[src/rtl/quad_encoder_emitter_pkg.sv]
// Shared types for the quadrature emitter: FSM states, phase encoding, CW step table.
// Phase is packed as {a, b}; the CW table is the order a decoder expects when A leads B.
package quad_encoder_emitter_pkg;

  typedef enum logic [1:0] {ST_IDLE, ST_RUN, ST_DONE} emit_state_t;

  typedef logic [1:0] phase_t;

  // Indexed by current phase: 00->10, 01->00, 10->11, 11->01.
  localparam phase_t CW_NEXT [4] = '{2'b10, 2'b00, 2'b11, 2'b01};

  // CCW is the inverse lookup of the CW table, so both directions share one source.
  function automatic phase_t next_phase(input phase_t p, input logic cw);
    phase_t r;
    r = p;
    if (cw) begin
      r = CW_NEXT[p];
    end else begin
      for (int i = 0; i < 4; i++) begin
        if (CW_NEXT[i] == p) r = phase_t'(i);
      end
    end
    return r;
  endfunction

endpackage

[src/rtl/quad_encoder_emitter_if.sv]
// Command channel of the quadrature emitter: valid/ready plus direction, step count and period.
// Driven by the master; the emitter takes the slave side.
interface quad_encoder_emitter_if #(
  parameter int CNT_W = 8,
  parameter int DIV_W = 16
);
  logic             cmd_valid;
  logic             cmd_ready;
  logic             cmd_dir;
  logic [CNT_W-1:0] cmd_steps;
  logic [DIV_W-1:0] period;

  modport master (output cmd_valid, cmd_dir, cmd_steps, period, input cmd_ready);
  modport slave  (input cmd_valid, cmd_dir, cmd_steps, period, output cmd_ready);
endinterface

[src/rtl/quad_encoder_emitter_step_timer.sv]
// Edge-rate divider: loads period-1, counts down while enabled, ticks at zero and reloads.
// A tick is combinational from the count, so a reload value of 0 ticks every enabled cycle.
module step_timer #(
  parameter int DIV_W = 16
) (
  input  logic             clk,
  input  logic             reset,
  input  logic             load,
  input  logic [DIV_W-1:0] load_val,
  input  logic             en,
  output logic             tick
);
  logic [DIV_W-1:0] count;
  logic [DIV_W-1:0] reload;

  assign tick = en && (count == '0);

  always_ff @(posedge clk) begin
    if (reset) begin
      count  <= '0;
      reload <= '0;
    end else if (load) begin
      count  <= load_val;
      reload <= load_val;
    end else if (en) begin
      count  <= tick ? reload : count - DIV_W'(1);
    end
  end
endmodule

[src/rtl/quad_encoder_emitter.sv]
// Quadrature transmitter: emits cmd_steps Gray-coded A/B edges, one every `period` clocks.
// Phase survives between commands so consecutive commands continue the sequence glitch-free.
module quad_encoder_emitter
  import quad_encoder_emitter_pkg::*;
#(
  parameter int CNT_W = 8,
  parameter int DIV_W = 16,
  parameter int POS_W = 8
) (
  input  logic                 clk,
  input  logic                 reset,
  quad_encoder_emitter_if.slave cmd,
  input  logic                 abort,
  output logic                 enc_a,
  output logic                 enc_b,
  output logic                 busy,
  output logic                 done,
  output logic [POS_W-1:0]     position
);
  emit_state_t      state, state_nxt;
  logic [CNT_W-1:0] remaining;
  logic             dir_q;
  phase_t           phase;
  logic             accept;
  logic             step;
  logic [DIV_W-1:0] period_m1;

  assign accept    = cmd.cmd_valid && cmd.cmd_ready;
  // A period of 0 behaves as 1, i.e. reload value 0.
  assign period_m1 = (cmd.period == '0) ? '0 : cmd.period - DIV_W'(1);

  // Abort gates the timer so a coincident edge is suppressed.
  step_timer #(.DIV_W(DIV_W)) u_timer (
    .clk      (clk),
    .reset    (reset),
    .load     (accept),
    .load_val (period_m1),
    .en       ((state == ST_RUN) && !abort),
    .tick     (step)
  );

  always_comb begin
    state_nxt = state;
    case (state)
      ST_IDLE: if (accept) state_nxt = (cmd.cmd_steps == '0) ? ST_DONE : ST_RUN;
      ST_RUN:  if (abort || (step && remaining == CNT_W'(1))) state_nxt = ST_DONE;
      ST_DONE: state_nxt = ST_IDLE;
      default: state_nxt = ST_IDLE;
    endcase
  end

  always_ff @(posedge clk) begin
    if (reset) begin
      state     <= ST_IDLE;
      remaining <= '0;
      dir_q     <= 1'b0;
      phase     <= 2'b00;
      position  <= '0;
    end else begin
      state <= state_nxt;
      if (accept) begin
        remaining <= cmd.cmd_steps;
        dir_q     <= cmd.cmd_dir;
      end else if (step) begin
        remaining <= remaining - CNT_W'(1);
        phase     <= next_phase(phase, dir_q);
        position  <= dir_q ? position + POS_W'(1) : position - POS_W'(1);
      end
    end
  end

  assign cmd.cmd_ready = (state == ST_IDLE);
  assign busy          = (state == ST_RUN);
  assign done          = (state == ST_DONE);
  assign enc_a         = phase[1];
  assign enc_b         = phase[0];
endmodule
[src/flat_wrapper.sv]
// flat-port wrapper written by rule: the top's interface ports become plain ports
module quad_encoder_emitter_flat import quad_encoder_emitter_pkg::*;
#(
  parameter int CNT_W = 8,
  parameter int DIV_W = 16,
  parameter int POS_W = 8
)
  (clk, reset, abort, enc_a, enc_b, busy, done, position, cmd_cmd_valid, cmd_cmd_dir, cmd_cmd_steps, cmd_period, cmd_cmd_ready);
  quad_encoder_emitter_if #(.CNT_W(CNT_W), .DIV_W(DIV_W)) cmd_i ();
  input  logic clk;
  input  logic reset;
  input  logic abort;
  output logic enc_a;
  output logic enc_b;
  output logic busy;
  output logic done;
  output logic [POS_W-1:0] position;
  input wire logic [$bits(cmd_i.cmd_valid)-1:0] cmd_cmd_valid;
  input wire logic [$bits(cmd_i.cmd_dir)-1:0] cmd_cmd_dir;
  input wire logic [$bits(cmd_i.cmd_steps)-1:0] cmd_cmd_steps;
  input wire logic [$bits(cmd_i.period)-1:0] cmd_period;
  output wire logic [$bits(cmd_i.cmd_ready)-1:0] cmd_cmd_ready;
  assign cmd_i.cmd_valid = cmd_cmd_valid;
  assign cmd_i.cmd_dir = cmd_cmd_dir;
  assign cmd_i.cmd_steps = cmd_cmd_steps;
  assign cmd_i.period = cmd_period;
  assign cmd_cmd_ready = cmd_i.cmd_ready;
  quad_encoder_emitter #(.CNT_W(CNT_W), .DIV_W(DIV_W), .POS_W(POS_W)) u_core (.clk(clk), .reset(reset), .cmd(cmd_i), .abort(abort), .enc_a(enc_a), .enc_b(enc_b), .busy(busy), .done(done), .position(position));
endmodule
[config.mk]
export PLATFORM = sky130hd
export DESIGN_NAME = quad_encoder_emitter_flat
export DESIGN_NICKNAME = d
export VERILOG_FILES = /design/src/rtl/quad_encoder_emitter_pkg.sv /design/src/rtl/quad_encoder_emitter_if.sv /design/src/rtl/quad_encoder_emitter_step_timer.sv /design/src/rtl/quad_encoder_emitter.sv /design/src/flat_wrapper.sv
export SDC_FILE = /design/constraint.sdc
export NUM_CORES = 1
export LEC_CHECK = 0
export CAP_MARGIN = 20
export CORE_ASPECT_RATIO = 1.75
export CORE_UTILIZATION = 66
export CTS_CLUSTER_SIZE = 14
export DETAILED_ROUTE_END_ITERATION = 8
export DONT_BUFFER_PORTS = 1
export GPL_TIMING_DRIVEN = 1
export HOLD_SLACK_MARGIN = 0.15
export PLACE_DENSITY = 0.82
export RECOVER_POWER = 25
export SLEW_MARGIN = 20
export SYNTH_ARGS = -nofsm -noshare
export SYNTH_HDL_FRONTEND = slang
export SYNTH_HIERARCHICAL = 1
export SYNTH_SLANG_ARGS = --single-unit
[constraint.sdc]
create_clock -name clk -period 6.7 [get_ports clk]
set_input_delay 0.67 -clock clk [delete_from_list [all_inputs] [get_ports clk]]
set_output_delay 0.67 -clock clk [all_outputs]
set_load 0.01 [all_outputs]
==> Yosys cells after proc, flatten, opt, wreduce, memory -nomap -nowiden <==
Index checks and enable logic that the tools add are counted.
{ "classes": {"n_addsub": 5, "bitwise_logic": 2, "n_lt_le_gt_ge": 1, "n_eq_ne": 8, "muxes": 19, "n_reduce_logical": 17} }
{ "ops": {"columns": ["operator", "count"], "rows": [
  ["$mux 16", 4],
  ["$logic_not 16->1", 2],
  ["$sub 16x1->16 const B", 2],
  ["$mux 8", 3],
  ["$mux 2", 10],
  ["$sub 8x1->8 const B", 2],
  ["$add 8x1->8 const B", 1],
  ["$eq 8x1->1 const B", 1],
  ["$logic_not 8->1", 1],
  ["$reduce_bool 5->1", 1],
  ["$bmux 2 s2", 1],
  ["$eq 2x2->1 const A", 2],
  ["$logic_and 1x1->1", 4],
  ["$logic_not 2->1", 2],
  ["$pmux 2 s2", 1],
  ["$reduce_and 2->1", 2],
  ["$reduce_bool 2->1", 2],
  ["$ge 3x3->1 const B", 1],
  ["$not 2->3", 1],
  ["$reduce_and 3->1", 1],
  ["$eq 1x2->1 const A", 1],
  ["$eq 2x1->1 const B", 1],
  ["$eq 2x2->1 const B", 1],
  ["$ne 2x1->1 const B", 1],
  ["other kinds (4)", 4]
]} }
{ "word_totals": {"output_inout_bits": 13, "in_bits": 29, "elab_cells": 59, "reg_bits": 53} }

==> Logic depth before layout (Yosys ltp) <==
{ "logic_depth": {"depth_word": 7, "mapped_depth": 13, "depth_no_buf": 10} }

==> Modules after synthesis <==
Netlist, hierarchy kept.
{ "by_module_without_submodules": {"columns": ["mod", "seq_area_each_um2", "instances", "cells_per_inst", "area_each_um2"], "rows": [
  ["quad_encoder_emitter", 420.4, 1, 215, 1684.1],
  ["step_timer", 640.6, 1, 195, 1632.8]
]} }

==> Least setup slack after synthesis <==
OpenSTA, ideal clock, no wires.
{ "synth_path": {"path_kind": "flip-flop to flip-flop", "startpoint": "reg u_core.state[0]", "endpoint": "reg u_core.state[1]", "path_stages_with_launch": 14, "required_ns": 6.622, "arrival_time_ns": 3.312, "period_less_slack_ns": 3.390, "setup_ns": 0.078, "n_path_buf": 3, "slack_ns": 3.310, "path_cell_list": "dfxtp_1 nor2b_1 nor2b_1 clkbuf_2 or4b_2 nand4b_1 clkbuf_1 inv_1 buf_4 or3b_1 nor4_2 a31oi_1 mux2_2 nor3_1"} }
{ "synth_between": {"elab_chain_len": 7, "word_cells_on_any_way": 11, "classes_between": "3 x eq/ne; 1 x mux; 7 x reduce/logical"} }
{ "synth_rtl": {"columns": ["item", "line", "source"], "rows": [
  ["start, declared", "quad_encoder_emitter.sv:20", "emit_state_t state, state_nxt;"],
  ["start signal, assigned", "quad_encoder_emitter.sv:60", "state <= state_nxt;"],
  ["$eq 2x1->1", null, null],
  ["named net busy", "flat_wrapper.sv:15", "output logic busy;"],
  ["$logic_and 1x1->1", "quad_encoder_emitter.sv:38", ".en ((state == ST_RUN) && !abort),"],
  ["$logic_and 1x1->1", "quad_encoder_emitter_step_timer.sv:16", "assign tick = en && (count == '0);"],
  ["named net u_core.step", "quad_encoder_emitter.sv:25", "logic step;"],
  ["$logic_and 1x1->1", "quad_encoder_emitter.sv:46", "ST_RUN: if (abort || (step && remaining == CNT_W'(1))) state_nxt = ST_DONE;"],
  ["$logic_or 1x1->1", "quad_encoder_emitter.sv:46", null],
  ["$ne 2x1->1 (no line)", null, null],
  ["$reduce_and 2->1 (no line)", null, null]
]} }
The timed path passes the listed nets, and every way through them passes these cells.
A chain may end at the register's enable or synchronous reset.

==> Worst setup path in the final report <==
{ "layout_path": {"startpoint": "reg u_core.state[0]", "endpoint": "reg u_core.position[7]"} }
{ "layout_between": {"elab_chain_len": 4, "word_cells_on_any_way": 7, "classes_between": "1 x eq/ne; 1 x bitwise; 5 x reduce/logical"} }
{ "layout_rtl": {"columns": ["item", "line", "source"], "rows": [
  ["$eq 2x1->1", null, null],
  ["named net busy", "flat_wrapper.sv:15", null],
  ["$logic_and 1x1->1", "quad_encoder_emitter.sv:38", null],
  ["$logic_and 1x1->1", "quad_encoder_emitter_step_timer.sv:16", null],
  ["named net u_core.step", "quad_encoder_emitter.sv:25", null],
  ["$reduce_and 2->1 (no line)", null, null],
  ["end signal, assigned", "quad_encoder_emitter.sv:67", "position <= dir_q ? position + POS_W'(1) : position - POS_W'(1);"],
  ["end, declared", "quad_encoder_emitter.sv:18", "output logic [POS_W-1:0] position"]
]} }
The timed path passes the listed nets, and every way through them passes these cells.

==> out/qor.csv <==
stage,metric,value,unit
cells_and_area,layout cells sized above 1,0.0630,
power,internal power,0.483,mW
worst_hold_path,HP Start,reset,
worst_hold_path,WHS Endpoint,u_core/u_timer/reload[2],
global_route,first-pass GRT wire length,11400,um
timing,final hold vios,0,
drt,WL per Instance,15.3,um
synth,synthesized area,3320,sq um
synth,Post-Syn Area per Cell,8.09,sq um
setup_path,cells on worst reg2reg path,9,
clock_tree,CTS Sinks,53,
power,Static Leak,1.28,nW
worst_hold_path,HP Class,in2reg,
power,Sw Share,0.294,
clock_tree,CTS resizes,0,
floorplanning,Initial Utilization,0.699,
drt,final WL,6890,um
setup_path,Slowest cell on crit path,nand4b_1,
power,PD cells,203,nW/um^2
setup_path,CP max stage delay,0.73,ns
synth,Synth top area share,0.320,
setup_path,Crit path max-delay family,simple AND/OR/NAND/NOR gates,
synth,cell taking the most area after synthesis,dfxtp_1,
synth,Main synth FF type,dfxtp_1,
cells_and_area,post-route insts no fill,449,
power,sequential power share,0.529,
global_route,vias in the first global route,2817,
drt,via count,2884,
floorplanning,DIE WIDTH,55.6,um
timing,Max Clock Freq,216,MHz
synth,sequential-to-total area share from yosys stat,0.320,
drt,DRC,0,
synth,post-synth cell types,64,
place,dpl hpwl,5180,um
cells_and_area,area grow syn2layout,1.85,%
cells_and_area,final core occ,0.711,
clock_tree,post-CTS setup buffers,0,
timing,min cycle time layout,4.63,ns
place,GPL Wtd Cong,0.898,
timing,Layout Skew,0.00257,ns
setup_path,Bufs and invs on worst path,1,
cells_and_area,Antenna diodes,0,
place,PortBufs,0,
setup_path,Crit Reg-Reg Startpoint,u_core/state[0],
run,max-cap viol count,1,
timing,RSZ-0062 raised after global routing,false,
power,Sw Pwr,0.201,mW
setup_path,CP endpoint kind,flop,
global_route,grt total ovfl,0,
drt,DRT Pass-1 Iters,4,
setup_path,Critical Path RT,6.89,ns
worst_hold_path,worst hold stages,1,
timing,Slew @ Worst Pin,1.76,ns
setup_path,reg2reg end,u_core/position[7],
floorplanning,row count,33,
timing,TNS Setup,0,ns
clock_tree,Num CTS Buffers,5,
power,proportion of power drawn by combinational gates,0.208,
clock_tree,htree depth,2,
setup_path,worst-path fanout max,20,
setup_path,Critical Path AT,4.83,ns
floorplanning,core area,4750,sq um
clock_tree,CTS tree,built,
clock_tree,Max clock buf depth,2,
timing,final worst path period share,0.691,
floorplanning,die footprint,5320,sq um
synth,Synth Instances,410,
drt,antenna-violating nets left,0,
timing,max-slew violations,34,
synth,"EDFF count, synth",0,
setup_path,kind of start point of the critical path,flop,
power,Max VDD drop,0.183,mV
floorplanning,IO Pins,42,
synth,"Async S/R FF share, synth",0,
setup_path,worst reg-to-reg setup slack,2.07,ns
synth,syn nets,454,
timing,slew margin rel.,-0.176,
status,failing checks,"max-capacitance violations, max-slew violations",
global_route,Tot GR Track Use,0.264,
drt,Starting DRT DRC Count,149,
synth,largest cells by area after synthesis,"dfxtp_1 32%, nor2_1 7.2%, xnor2_1 5.8%, mux2i_1 5.4%, ha_1 5.3%",
place,dpl cells,442,
clock_tree,later-pin clock latency in the skew report,0.30,ns
global_route,pin count of the biggest net entering global routing,59,
setup_path,kind of critical path,reg2reg,
synth,Syn. warnings,6,
status,outcome,"finished, violations left",
drt,vias per cell,6.42,
clock_tree,CTS root buffer,clkbuf_8,
clock_tree,clock-pin slew on the worst setup and hold paths,0.09,ns
timing,setup violators final,0,
floorplanning,Die H,95.8,um
clock_tree,cts hold-fix bufs,0,
global_route,initial antenna violation count,0,
synth,Synth Register Bits,53,
setup_path,crit-path cells,"nor2b_1, nor2b_1, or4b_2, nand4b_1, inv_1, nand2_1, or4_1, nand2_1, mux2_1",
power,Clock Power Share,0.263,
cells_and_area,nets@finish,441,
## cell type report
cell class / instances / area (sq um)
multi-input combinational: 315 / 2080
fill: 396 / 1370
sequential: 53 / 1060
clock buffer: 7 / 86.3
inverter: 21 / 78.8
tap: 52 / 65.1
timing repair buffer: 1 / 3.75
## worst max-delay path by stage
stage / end / slack (ns) / depth (start not counted) / startpoint
after global routing: u_core/position[7] / 1.74 / 9 / u_core/state[0]
final: u_core/position[7] / 2.07 / 9 / u_core/state[0]
after global placement: u_core/position[7] / 2.27 / 9 / u_core/state[0]
after CTS: u_core/position[7] / 2.13 / 9 / u_core/state[0]
after detailed placement: u_core/position[7] / 2.13 / 9 / u_core/state[0]
after floorplan: u_core/state[1] / 3.31 / 13 / u_core/state[0]
## layout by cell type, fill, tap and decap left out, drive strengths merged, types with 5 or more instances in the layout
cell type / count
a211oi: 9
inv: 21
a22oi: 10
a21oi: 19
nor2: 64
xor2: 8
nor3: 13
nand2: 35
ha: 14
nor4: 13
nand3: 8
or3: 7
xnor2: 22
dfxtp: 53
o21ai: 16
o211ai: 5
mux2i: 18
o22ai: 6
clkbuf: 8
## routing by layer
metal | up-vias | wire length (um) | track usage | part of all wire
met4 | 0 | 210 | 0.127 | 0.030
met3 | 24 | 297 | 0.0390 | 0.043
met2 | 92 | 3630 | 0.530 | 0.53
li1 | 1426 | - | - | -
met1 | 1342 | 2750 | 0.260 | 0.40
met5 | - | 0 | 0 | 0
## power groups by stage
stage | sequential (mW) | combinational [mW] | clock [mW]
floorplan | 0.361 | 0.124 | 0
global placement | 0.368 | 0.135 | 0
detailed placement | 0.368 | 0.140 | 0
CTS | 0.361 | 0.140 | 0.183
global route | 0.365 | 0.159 | 0.194
finish | 0.362 | 0.142 | 0.180
## flip-flops by register name (all words and copies together) (netlist names)
register               count
u_core/u_timer/count      16
u_core/u_timer/reload     16
u_core/position            8
u_core/remaining           8
u_core/phase               2
u_core/state               2
u_core/dir_q               1
## cells in the mapped netlist (all sizes together) (2+ instances only)
| cell | instances |
|---|---|
| o31ai | 4 |
| ha | 14 |
| nand2 | 35 |
| xnor2 | 22 |
| nor4 | 13 |
| clkbuf | 14 |
| or4 | 4 |
| inv | 21 |
| nor4b | 3 |
| mux2i | 18 |
| a21oi | 19 |
| nor3 | 13 |
| o22ai | 6 |
| o211ai | 5 |
| a22oi | 10 |
| xor2 | 8 |
| o31a | 2 |
| mux2 | 2 |
| nor2 | 64 |
| nand3 | 8 |
| buf | 7 |
| a21o | 3 |
| a211oi | 9 |
| a31o | 3 |
| dfxtp | 53 |
| or3b | 2 |
| a31oi | 4 |
| or3 | 7 |
| o21ai | 16 |
| nor2b | 4 |
## cells by family after synthesis
| logic type | synth area share |
|---|---|
| simple gates | 0.249 |
| compound gates | 0.180 |
| flops | 0.320 |
| fa+ha+maj | 0.0588 |
| mux | 0.0611 |
| buf+inv | 0.0521 |
| xor+xnor | 0.0792 |
## stage by stage
stage / hold WS [ns] / cell area (sq um) / setup slack (ns) / total power, mW
final: 0.436 / 3380 / 2.07 / 0.684
after global routing: 0.416 / 3380 / 1.74 / 0.717
after CTS: 0.424 / 3380 / 2.13 / 0.685
after detailed placement: 0.459 / 3300 / 2.13 / 0.508
after global placement: 0.455 / 3300 / 2.27 / 0.504
after floorplan: 0.442 / 3320 / 3.31 / 0.485
(Power assumes the default switching activity.)
